### src/rtl/bsg_manycore_host_req_arbiter_if.sv
// Bundle of requester, endpoint, credit and drain signals shared by the host
// request arbiter and whatever drives it.
interface bsg_manycore_host_req_arbiter_if #(
    parameter int num_req_p      = 2,
    parameter int packet_width_p = 128,
    parameter int max_credits_p  = 8
);
    localparam int credit_width_lp = $clog2(max_credits_p + 1);
    localparam int src_width_lp    = $clog2(num_req_p);

    logic [num_req_p-1:0]                req_v;
    logic [num_req_p*packet_width_p-1:0] req_packet;
    logic [num_req_p-1:0]                req_yumi;

    logic                                out_v;
    logic [packet_width_p-1:0]           out_packet;
    logic [src_width_lp-1:0]             out_src;
    logic                                out_ready;

    logic                                credit_return;
    logic [credit_width_lp-1:0]          credits;

    logic                                drain;
    logic                                drain_done;
    logic                                overflow;

    // Host side: drives requests, endpoint readiness, credit returns and drain.
    modport master (
        output req_v, req_packet, out_ready, credit_return, drain,
        input  req_yumi, out_v, out_packet, out_src, credits, drain_done, overflow
    );

    // Arbiter side.
    modport slave (
        input  req_v, req_packet, out_ready, credit_return, drain,
        output req_yumi, out_v, out_packet, out_src, credits, drain_done, overflow
    );
endinterface

### src/rtl/bsg_manycore_host_req_arbiter.sv
// Round-robin arbiter sharing the host manycore request path, with a one-entry
// holding register, grant-time credit reservation and a drain/fence sequencer.
//
// state | meaning
// IDLE  | holding register empty, may grant
// HOLD  | packet held toward endpoint, may grant back-to-back on out_ready
// DRAIN | granting stopped, waiting for all credits to come home
// DONE  | quiescent, drain_done asserted until drain drops
module bsg_manycore_host_req_arbiter #(
    parameter int num_req_p      = 2,
    parameter int packet_width_p = 128,
    parameter int max_credits_p  = 8
) (
    input  logic                          clk_i,
    input  logic                          reset_n_i,
    bsg_manycore_host_req_arbiter_if.slave bus
);
    localparam int credit_width_lp = $clog2(max_credits_p + 1);
    localparam int src_width_lp    = $clog2(num_req_p);

    localparam logic [credit_width_lp-1:0] max_credits_lc = credit_width_lp'(max_credits_p);
    localparam logic [src_width_lp-1:0]    last_src_lc    = src_width_lp'(num_req_p - 1);
    localparam logic [num_req_p-1:0]       one_hot_lc     = num_req_p'(1);

    typedef enum logic [1:0] {
        IDLE  = 2'd0,
        HOLD  = 2'd1,
        DRAIN = 2'd2,
        DONE  = 2'd3
    } state_e;

    state_e                      state_r, state_n;
    logic [src_width_lp-1:0]     ptr_r, ptr_n;
    logic [credit_width_lp-1:0]  credits_r, credits_n;
    logic                        overflow_r, overflow_n;
    logic                        out_v_r;
    logic [packet_width_p-1:0]   out_packet_r;
    logic [src_width_lp-1:0]     out_src_r;
    logic                        drain_done_r;

    logic                        any_req;
    logic                        grant_slot;
    logic                        grant;
    logic [src_width_lp-1:0]     winner;

    // First valid requester at or after ptr, wrapping upward. Scanning from the
    // far end lets the nearest hit overwrite the result last.
    function automatic logic [src_width_lp-1:0] rr_pick(
        input logic [num_req_p-1:0]    v,
        input logic [src_width_lp-1:0] ptr
    );
        int idx;
        rr_pick = ptr;
        for (int k = num_req_p - 1; k >= 0; k--) begin
            idx = (int'(ptr) + k) % num_req_p;
            if (v[idx]) rr_pick = src_width_lp'(idx);
        end
    endfunction

    assign any_req    = |bus.req_v;
    assign winner     = rr_pick(bus.req_v, ptr_r);
    assign grant_slot = (state_r == IDLE) || ((state_r == HOLD) && bus.out_ready);

    // Reset gating keeps a requester from believing its packet was taken while
    // the holding register is being cleared.
    assign grant = reset_n_i && grant_slot && !bus.drain && (credits_r != '0) && any_req;

    assign bus.req_yumi = grant ? (one_hot_lc << winner) : '0;

    assign ptr_n = (winner == last_src_lc) ? '0 : winner + src_width_lp'(1);

    always_comb begin
        credits_n  = credits_r;
        overflow_n = overflow_r;
        if (grant && !bus.credit_return) begin
            credits_n = credits_r - credit_width_lp'(1);
        end else if (!grant && bus.credit_return) begin
            if (credits_r == max_credits_lc) overflow_n = 1'b1;
            else                             credits_n  = credits_r + credit_width_lp'(1);
        end
    end

    // DRAIN looks at next-cycle credits so drain_done rises right after the
    // final return lands.
    always_comb begin
        state_n = state_r;
        unique case (state_r)
            IDLE: begin
                if (bus.drain)  state_n = DRAIN;
                else if (grant) state_n = HOLD;
            end
            HOLD: begin
                if (bus.out_ready && !grant) state_n = bus.drain ? DRAIN : IDLE;
            end
            DRAIN: begin
                if (!bus.drain)                       state_n = IDLE;
                else if (credits_n == max_credits_lc) state_n = DONE;
            end
            DONE: begin
                if (!bus.drain) state_n = IDLE;
            end
            default: state_n = IDLE;
        endcase
    end

    always_ff @(posedge clk_i) begin
        if (!reset_n_i) begin
            state_r      <= IDLE;
            ptr_r        <= '0;
            credits_r    <= max_credits_lc;
            overflow_r   <= 1'b0;
            out_v_r      <= 1'b0;
            out_packet_r <= '0;
            out_src_r    <= '0;
            drain_done_r <= 1'b0;
        end else begin
            state_r      <= state_n;
            credits_r    <= credits_n;
            overflow_r   <= overflow_n;
            out_v_r      <= (state_n == HOLD);
            drain_done_r <= (state_n == DONE);
            if (grant) begin
                ptr_r        <= ptr_n;
                out_packet_r <= bus.req_packet[int'(winner)*packet_width_p +: packet_width_p];
                out_src_r    <= winner;
            end
        end
    end

    assign bus.out_v      = out_v_r;
    assign bus.out_packet = out_packet_r;
    assign bus.out_src    = out_src_r;
    assign bus.credits    = credits_r;
    assign bus.drain_done = drain_done_r;
    assign bus.overflow   = overflow_r;
endmodule

### src/flat_wrapper.sv
// flat-port wrapper written by rule: the top's interface ports become plain ports
module bsg_manycore_host_req_arbiter_flat 
#(
    parameter int num_req_p      = 2,
    parameter int packet_width_p = 128,
    parameter int max_credits_p  = 8
)
  (clk_i, reset_n_i, bus_req_v, bus_req_packet, bus_out_ready, bus_credit_return, bus_drain, bus_req_yumi, bus_out_v, bus_out_packet, bus_out_src, bus_credits, bus_drain_done, bus_overflow);
  bsg_manycore_host_req_arbiter_if #(.num_req_p(num_req_p), .packet_width_p(packet_width_p), .max_credits_p(max_credits_p)) bus_i ();
  input  logic clk_i;
  input  logic reset_n_i;
  input wire logic [$bits(bus_i.req_v)-1:0] bus_req_v;
  input wire logic [$bits(bus_i.req_packet)-1:0] bus_req_packet;
  input wire logic [$bits(bus_i.out_ready)-1:0] bus_out_ready;
  input wire logic [$bits(bus_i.credit_return)-1:0] bus_credit_return;
  input wire logic [$bits(bus_i.drain)-1:0] bus_drain;
  output wire logic [$bits(bus_i.req_yumi)-1:0] bus_req_yumi;
  output wire logic [$bits(bus_i.out_v)-1:0] bus_out_v;
  output wire logic [$bits(bus_i.out_packet)-1:0] bus_out_packet;
  output wire logic [$bits(bus_i.out_src)-1:0] bus_out_src;
  output wire logic [$bits(bus_i.credits)-1:0] bus_credits;
  output wire logic [$bits(bus_i.drain_done)-1:0] bus_drain_done;
  output wire logic [$bits(bus_i.overflow)-1:0] bus_overflow;
  assign bus_i.req_v = bus_req_v;
  assign bus_i.req_packet = bus_req_packet;
  assign bus_i.out_ready = bus_out_ready;
  assign bus_i.credit_return = bus_credit_return;
  assign bus_i.drain = bus_drain;
  assign bus_req_yumi = bus_i.req_yumi;
  assign bus_out_v = bus_i.out_v;
  assign bus_out_packet = bus_i.out_packet;
  assign bus_out_src = bus_i.out_src;
  assign bus_credits = bus_i.credits;
  assign bus_drain_done = bus_i.drain_done;
  assign bus_overflow = bus_i.overflow;
  bsg_manycore_host_req_arbiter #(.num_req_p(num_req_p), .packet_width_p(packet_width_p), .max_credits_p(max_credits_p)) u_core (.clk_i(clk_i), .reset_n_i(reset_n_i), .bus(bus_i));
endmodule
### config.mk
export PLATFORM = sky130hd
export DESIGN_NAME = bsg_manycore_host_req_arbiter_flat
export DESIGN_NICKNAME = d
export VERILOG_FILES = /design/src/rtl/bsg_manycore_host_req_arbiter_if.sv /design/src/rtl/bsg_manycore_host_req_arbiter.sv /design/src/flat_wrapper.sv
export SDC_FILE = /design/constraint.sdc
export NUM_CORES = 1
export LEC_CHECK = 0
export ABC_AREA = 0
export CORE_AREA = 2 2 120 209
export DETAILED_ROUTE_END_ITERATION = 7
export DIE_AREA = 0 0 122 211
export DONT_BUFFER_PORTS = 1
export PLACE_DENSITY_LB_ADDON = 0.05
export SLEW_MARGIN = 20
export SYNTH_ARGS = -nofsm -noshare
export SYNTH_HDL_FRONTEND = slang
export SYNTH_SLANG_ARGS = --single-unit
export TNS_END_PERCENT = 1
### constraint.sdc
create_clock -name clk_i -period 2.15 [get_ports clk_i]
set_input_delay 0.3225 -clock clk_i [delete_from_list [all_inputs] [get_ports clk_i]]
set_output_delay 0.3225 -clock clk_i [all_outputs]
set_load 0.01 [all_outputs]
Word-level counts from Yosys, hierarchy flattened:

Cells that the tools add are included.

* bits in registers: 139
* latch bits: 0
* RAM bits: 0
* memory bits (read-only): 0
* input port bits: 263
* output and inout port bits: 138
* logic and storage cells: 61
* memories: 0

* add/sub/neg operators: 4
* multiply operators: 0
* divide/modulo/power cells: 0
* order comparisons: 2
* equality and inequality tests: 7
* shifts and indexed selects: 2
* multiplexer cells: 20
* bitwise logic cells: 2
* reduce and logical (&&, ||, !) cells: 16

Operator list (number)
* 256-bit by 9-bit variable part select with 128-bit output: 1
* 2-bit two-way mux: 8
* 4-bit two-way mux: 3
* 4-bit == test (second input constant): 2
* 1-bit logical AND: 8
* 1-bit two-way mux: 8
* 2-bit one-hot mux with 4 select lines: 1
* 2-bit == test (second input constant): 3
* 4-bit by 1-bit adder with 4-bit output (second input constant): 1
* 2-bit by 1-bit == test with 1-bit output (second input constant): 2
* 4-bit nonzero test: 1
* 4-bit by 1-bit subtractor with 4-bit output (second input constant): 1
* 1-bit zero test: 3
* 2-bit by 3-bit less-than comparator with 1-bit output (second input constant): 1
* 3-bit AND reduction: 1
* 1-bit adder (second input constant): 2
* 2-bit zero test: 1
* 1-bit by 2-bit less-than comparator with 1-bit output (second input constant): 1
* 2-bit OR reduction: 1
* 1-bit by 1-bit left shift with 2-bit output (first input constant): 1
* 1-bit AND (first input constant): 1
* 1-bit logical OR: 1
* 1-bit NOT: 1

Longest topological paths before layout:

* word-level depth: 16
* depth in mapped cells: 10
* depth with buffers taken out: 8

Worst setup path after synthesis:

OpenSTA, ideal clock, no wires.

* path type: register to register
* start: register u_core.credits_r[0], in the netlist u_core.bus.credits[0]
* end: register u_core.out_packet_r[16], in the netlist u_core.bus.out_packet[16]
* setup time: 0.146 ns
* data arrival time: 1.884 ns
* required time: 2.004 ns
* setup slack: 0.120 ns
* cell stages (with the launch flop): 10
* path buffers: 3
* clock period less this slack: 2.030 ns
* path through: dfxtp_1 inv_1 ha_1 and2b_2 nand2b_1 and2_1 buf_12 buf_2 buf_2 a211oi_2

* word-level cells in the longest chain between the ends: 3

RTL lines
* from (decl): RTL line bsg_manycore_host_req_arbiter.sv:34 `logic [credit_width_lp-1:0] credits_r, credits_n;`
* from (signal assigned): RTL line bsg_manycore_host_req_arbiter.sv:110 `credits_r <= max_credits_lc;`
* from (signal assigned): RTL line bsg_manycore_host_req_arbiter.sv:118 `credits_r <= credits_n;`
* 4-bit nonzero test: RTL line bsg_manycore_host_req_arbiter.sv:66 `assign grant = reset_n_i && grant_slot && !bus.drain && (credits_r != '0) && any_req;`
* 1-bit logical AND (2 in series): RTL line bsg_manycore_host_req_arbiter.sv:66
* to (signal assigned): RTL line bsg_manycore_host_req_arbiter.sv:124 `out_packet_r <= bus.req_packet[int'(winner)*packet_width_p +: packet_width_p];`
* to (decl): RTL line bsg_manycore_host_req_arbiter.sv:37 `logic [packet_width_p-1:0] out_packet_r;`

Every way passes these cells.
A chain may end at the register's enable or synchronous reset.

Worst setup path in the final report:

* start: register u_core.credits_r[1], in the netlist u_core.bus.credits[1]
* end: output bus_req_yumi[0]

* word-level cells in the longest chain between the ends: 4

RTL lines
* 4-bit nonzero test: RTL line bsg_manycore_host_req_arbiter.sv:66
* 1-bit logical AND (2 in series): RTL line bsg_manycore_host_req_arbiter.sv:66
* 2-bit two-way mux: RTL line bsg_manycore_host_req_arbiter.sv:68 `assign bus.req_yumi = grant ? (one_hot_lc << winner) : '0;`
* to (decl): RTL line flat_wrapper.sv:17 `output wire logic [$bits(bus_i.req_yumi)-1:0] bus_req_yumi;`

Every way passes these cells.

==> impl_results.md <==
- Outcome: complete, no violations
- DRC violations left: 0
- Post-layout min period: 2027 ps
- Power density relative to cell area: 902.3 mW/mm2
- Number of cells on the worst reg-to-reg path: 6
- Worst-skew pair later-pin latency: 420 ps
- Die area: 0.02574 mm2
- Area of the core: 0.02393 mm2
- Buf+Inv Stages, Crit Path: 2
- Number of global-route vias before repair: 4832
- Worst-margin pin slew: 439.1 ps
- Worst-case vdd ir drop: 438.6 uV
- Number of placement rows: 75
- Total gr overflow: 0
- Deepest clock path buffer count: 2
- Number of violations of the max-capacitance limit: 0
- Number of cells on the critical path: 7
- Number of inserted diodes: 0
- Routed wire length per instance: 19.33 um
- Filler Cells Inserted: 2461
- Final-report hold violation count: 0
- Worst min-delay path class: in -> reg
- Iteration-0 DRC count of the detailed router: 227
- Initial cell density of the core: 0.2769
- Sum of routed wire length over all layers: 18520 um
- Final antenna-violating net count: 0
- Hold path startpoint: reset_n_i
- FF+latch count, synth: roughly 140
- Synthesized Nets: 916
- Commonest cells after routing, fill and taps aside: 137 x sky130_fd_sc_hd__nor2_1, 137 x sky130_fd_sc_hd__dfxtp_1, 130 x sky130_fd_sc_hd__mux2i_1, 70 x sky130_fd_sc_hd__a211oi_2, 59 x sky130_fd_sc_hd__a211oi_1
- Worst reg2reg path startpoint: u_core.state_r[0]
- Worst-case register-to-register setup slack: 140 ps
- Area growth from synthesis to layout: 15.45%
- Gr usage total: 0.1384
- Portion of the clock cycle consumed by the worst path in the final layout: 0.9426
- Worst r2r dst: u_core.bus.drain_done
- Vias after detailed routing: about 4800
- Footprint of the multi-input gates: around 0.0035 mm2
- Async set or reset register ratio after synthesis: 0
- Start-to-end type of the worst setup path: reg -> out
- Post-Syn Area per Cell: slightly above 10 um2
- TritonCTS clock tree: done
- Root Buffer Master: sky130_fd_sc_hd__clkbuf_16
- Chip Height: 211 um
- Fraction of final layout cells with drive strength greater than 1: 0.2246
- Slowest Stage Delay on Critical Path: 320 ps
- Number of buffers created by CTS: 17
- Wire length of the first global-routing pass: 27030 um
- Final setup vio count: 0
- Clk slew on worst S/H paths: about 50 ps
- Placed wire-length estimate after detailed placement: between 10000 and 15000 um
- Via density per instance: 4.991
- FMAX: 493.4 MHz
- Worst path arrival time: 1700 ps
- Required arrival time at the worst endpoint: 1830 ps
- Crit. Startpoint: u_core.bus.credits[1]
- Setup clock skew after layout: 7.669 ps
- Gp weighted congestion: 0.7223
- Final Max Slew Viols: 0
- Kind of cell adding the most delay to the critical path: simple AND/OR/NAND/NOR gates
- Maximum number of pins on one net before global-route repair: 52
- Distinct cell type count of the synthesized netlist: 43
- Worst setup path end: bus_req_yumi[0]
- Post-synth top area cell: sky130_fd_sc_hd__dfxtp_1
- Startpoint class of the critical path: flip-flop
- Number of buffers inserted by port buffering: 0
- Summed negative setup slack over all endpoints: 0 ps
- Max-Slew Margin vs Limit: 0.7072
- RSZ-0062 raised after global routing: false
- Synthesized instance count: ~650
- Total I/O pin count: 401
- Yosys Warn Count: 0
- Netlist area before placement: 0.006625 mm2
- Synth top area share: 0.4200
- Maximum level of the CTS H-tree: 4
- CP cell instances: inv_1 -> ha_2 -> and2b_2 -> nand2b_4 -> buf_4 -> nand2_2 -> nor2_4
- Biggest area contributors in the synthesized netlist: sky130_fd_sc_hd__dfxtp_1 42%, sky130_fd_sc_hd__mux2i_1 20%, sky130_fd_sc_hd__a211oi_2 13%
- Number of detailed-routing iterations run before antenna repair: 4
- Number of clock sinks seen by CTS: 139
- Post-synth top flop: sky130_fd_sc_hd__dfxtp_1
- Pleak: around 2.6 nW
- Share of the core filled with cells in the final layout: 0.3196
- Portion of the post-synthesis area used by sequential elements: 0.4200
- Standard cell with the maximum stage delay on the critical path: sky130_fd_sc_hd__dfxtp_2
- Post-layout nets: 904
- Maximum fanout encountered on the critical timing path: 5
- Area used by sequential logic in the layout: 0.002785 mm2
- Count of flip-flops with a built-in enable after synthesis: 0
- Antenna violations before repair: 0
- Nature of the critical path endpoint: output port
- Horizontal die dimension: 122 um
## layout make-up
type,instances,share of cell area
inverters,6,0.003599
well taps,308,0.05038
clock buffers,23,0.06118
flip-flops and latches,139,0.3641
repair buffers,28,0.04908
multi-input cells,447,0.4626
clock inverters,7,0.008997
## state kept, by name, summed over array words and instances, names as in the netlist
name / cells
u_core.bus.overflow: 1
u_core.bus.drain_done: 1
u_core.bus.out_v: 1
u_core.ptr_r: 1
u_core.bus.out_src: 1
u_core.bus.out_packet: 128
u_core.bus.credits: 4
u_core.state_r: 2
## cell families (layout without fill, tap and decap cells)
family	count (synthesis)	in the layout	synth area share
AND/OR/NAND/NOR	168	168	0.1082
AO/OA/AOI/OAI	146	146	0.2200
flip-flops	139	139	0.4200
multiplexers	130	130	0.1964
buffers and inverters	65	64	0.05005
adder cells (fa/ha/maj)	3	3	0.005287
## where the power goes
part           switching, W  leakage, nW  internal [W]
logic              0.000634         1.21      0.000503
registers          0.000256         1.14       0.00279
clock network       0.00109        0.259       0.00163
## per-stage QoR
| stage | instances | hold slack, ps | cell area, um2 | worst slack (ps) | power (W) |
|---|---|---|---|---|---|
| CTS | 956 | 11.91 | 7627 | 19.56 | 0.007048 |
| detailed placement | 925 | 450.4 | 7063 | 90.57 | 0.004244 |
| floorplan | 651 | 444.2 | 6625 | 120.2 | 0.003937 |
| global route | 958 | 57.84 | 7649 | 17.20 | 0.007286 |
| finish | 958 | 44.11 | 7649 | 123.3 | 0.006901 |
| global placement | 925 | 462.1 | 7063 | 146.3 | 0.004219 |
## synth_stat cells, types with 2 or more instances
library cell and number:
sky130_fd_sc_hd__a211oi_1 59, sky130_fd_sc_hd__a211oi_2 70, sky130_fd_sc_hd__a21oi_1 3, sky130_fd_sc_hd__and2_1 2
sky130_fd_sc_hd__and3_1 2, sky130_fd_sc_hd__buf_2 21, sky130_fd_sc_hd__buf_4 10, sky130_fd_sc_hd__clkbuf_1 25
sky130_fd_sc_hd__dfxtp_1 139, sky130_fd_sc_hd__ha_1 2, sky130_fd_sc_hd__inv_1 5, sky130_fd_sc_hd__mux2i_1 130
sky130_fd_sc_hd__nand2_1 9, sky130_fd_sc_hd__nand3_1 2, sky130_fd_sc_hd__nand4_1 2, sky130_fd_sc_hd__nor2_1 138
sky130_fd_sc_hd__nor3_1 2, sky130_fd_sc_hd__o211ai_1 2, sky130_fd_sc_hd__o211ai_2 2, sky130_fd_sc_hd__o21ai_0 2
sky130_fd_sc_hd__o21ai_1 2
## repair_timing
item,in CTS,in global routing
setup endpoints to repair,2,4
resized for setup,4,5
hold buffers,1,0
setup buffers,0,2
hold endpoints to repair,1,0
pin swaps,1,1
## routing by layer
layer  track usage  part of all wire
met1        0.1333              0.34
met2        0.2531              0.54
met3       0.05805              0.10
met4       0.05985             0.025
met5             0                 0
## how the worst min path moves through the flow
stage | cells past startpoint | endpoint
after global placement | 1 | u_core.bus.credits[2]
after detailed placement | 1 | u_core.bus.credits[2]
after floorplan | 1 | u_core.bus.credits[2]
after global routing | 2 | u_core.ptr_r
final | 2 | u_core.bus.out_src
after CTS | 2 | u_core.bus.out_src
Note: power is estimated with default switching activity, not from simulation.
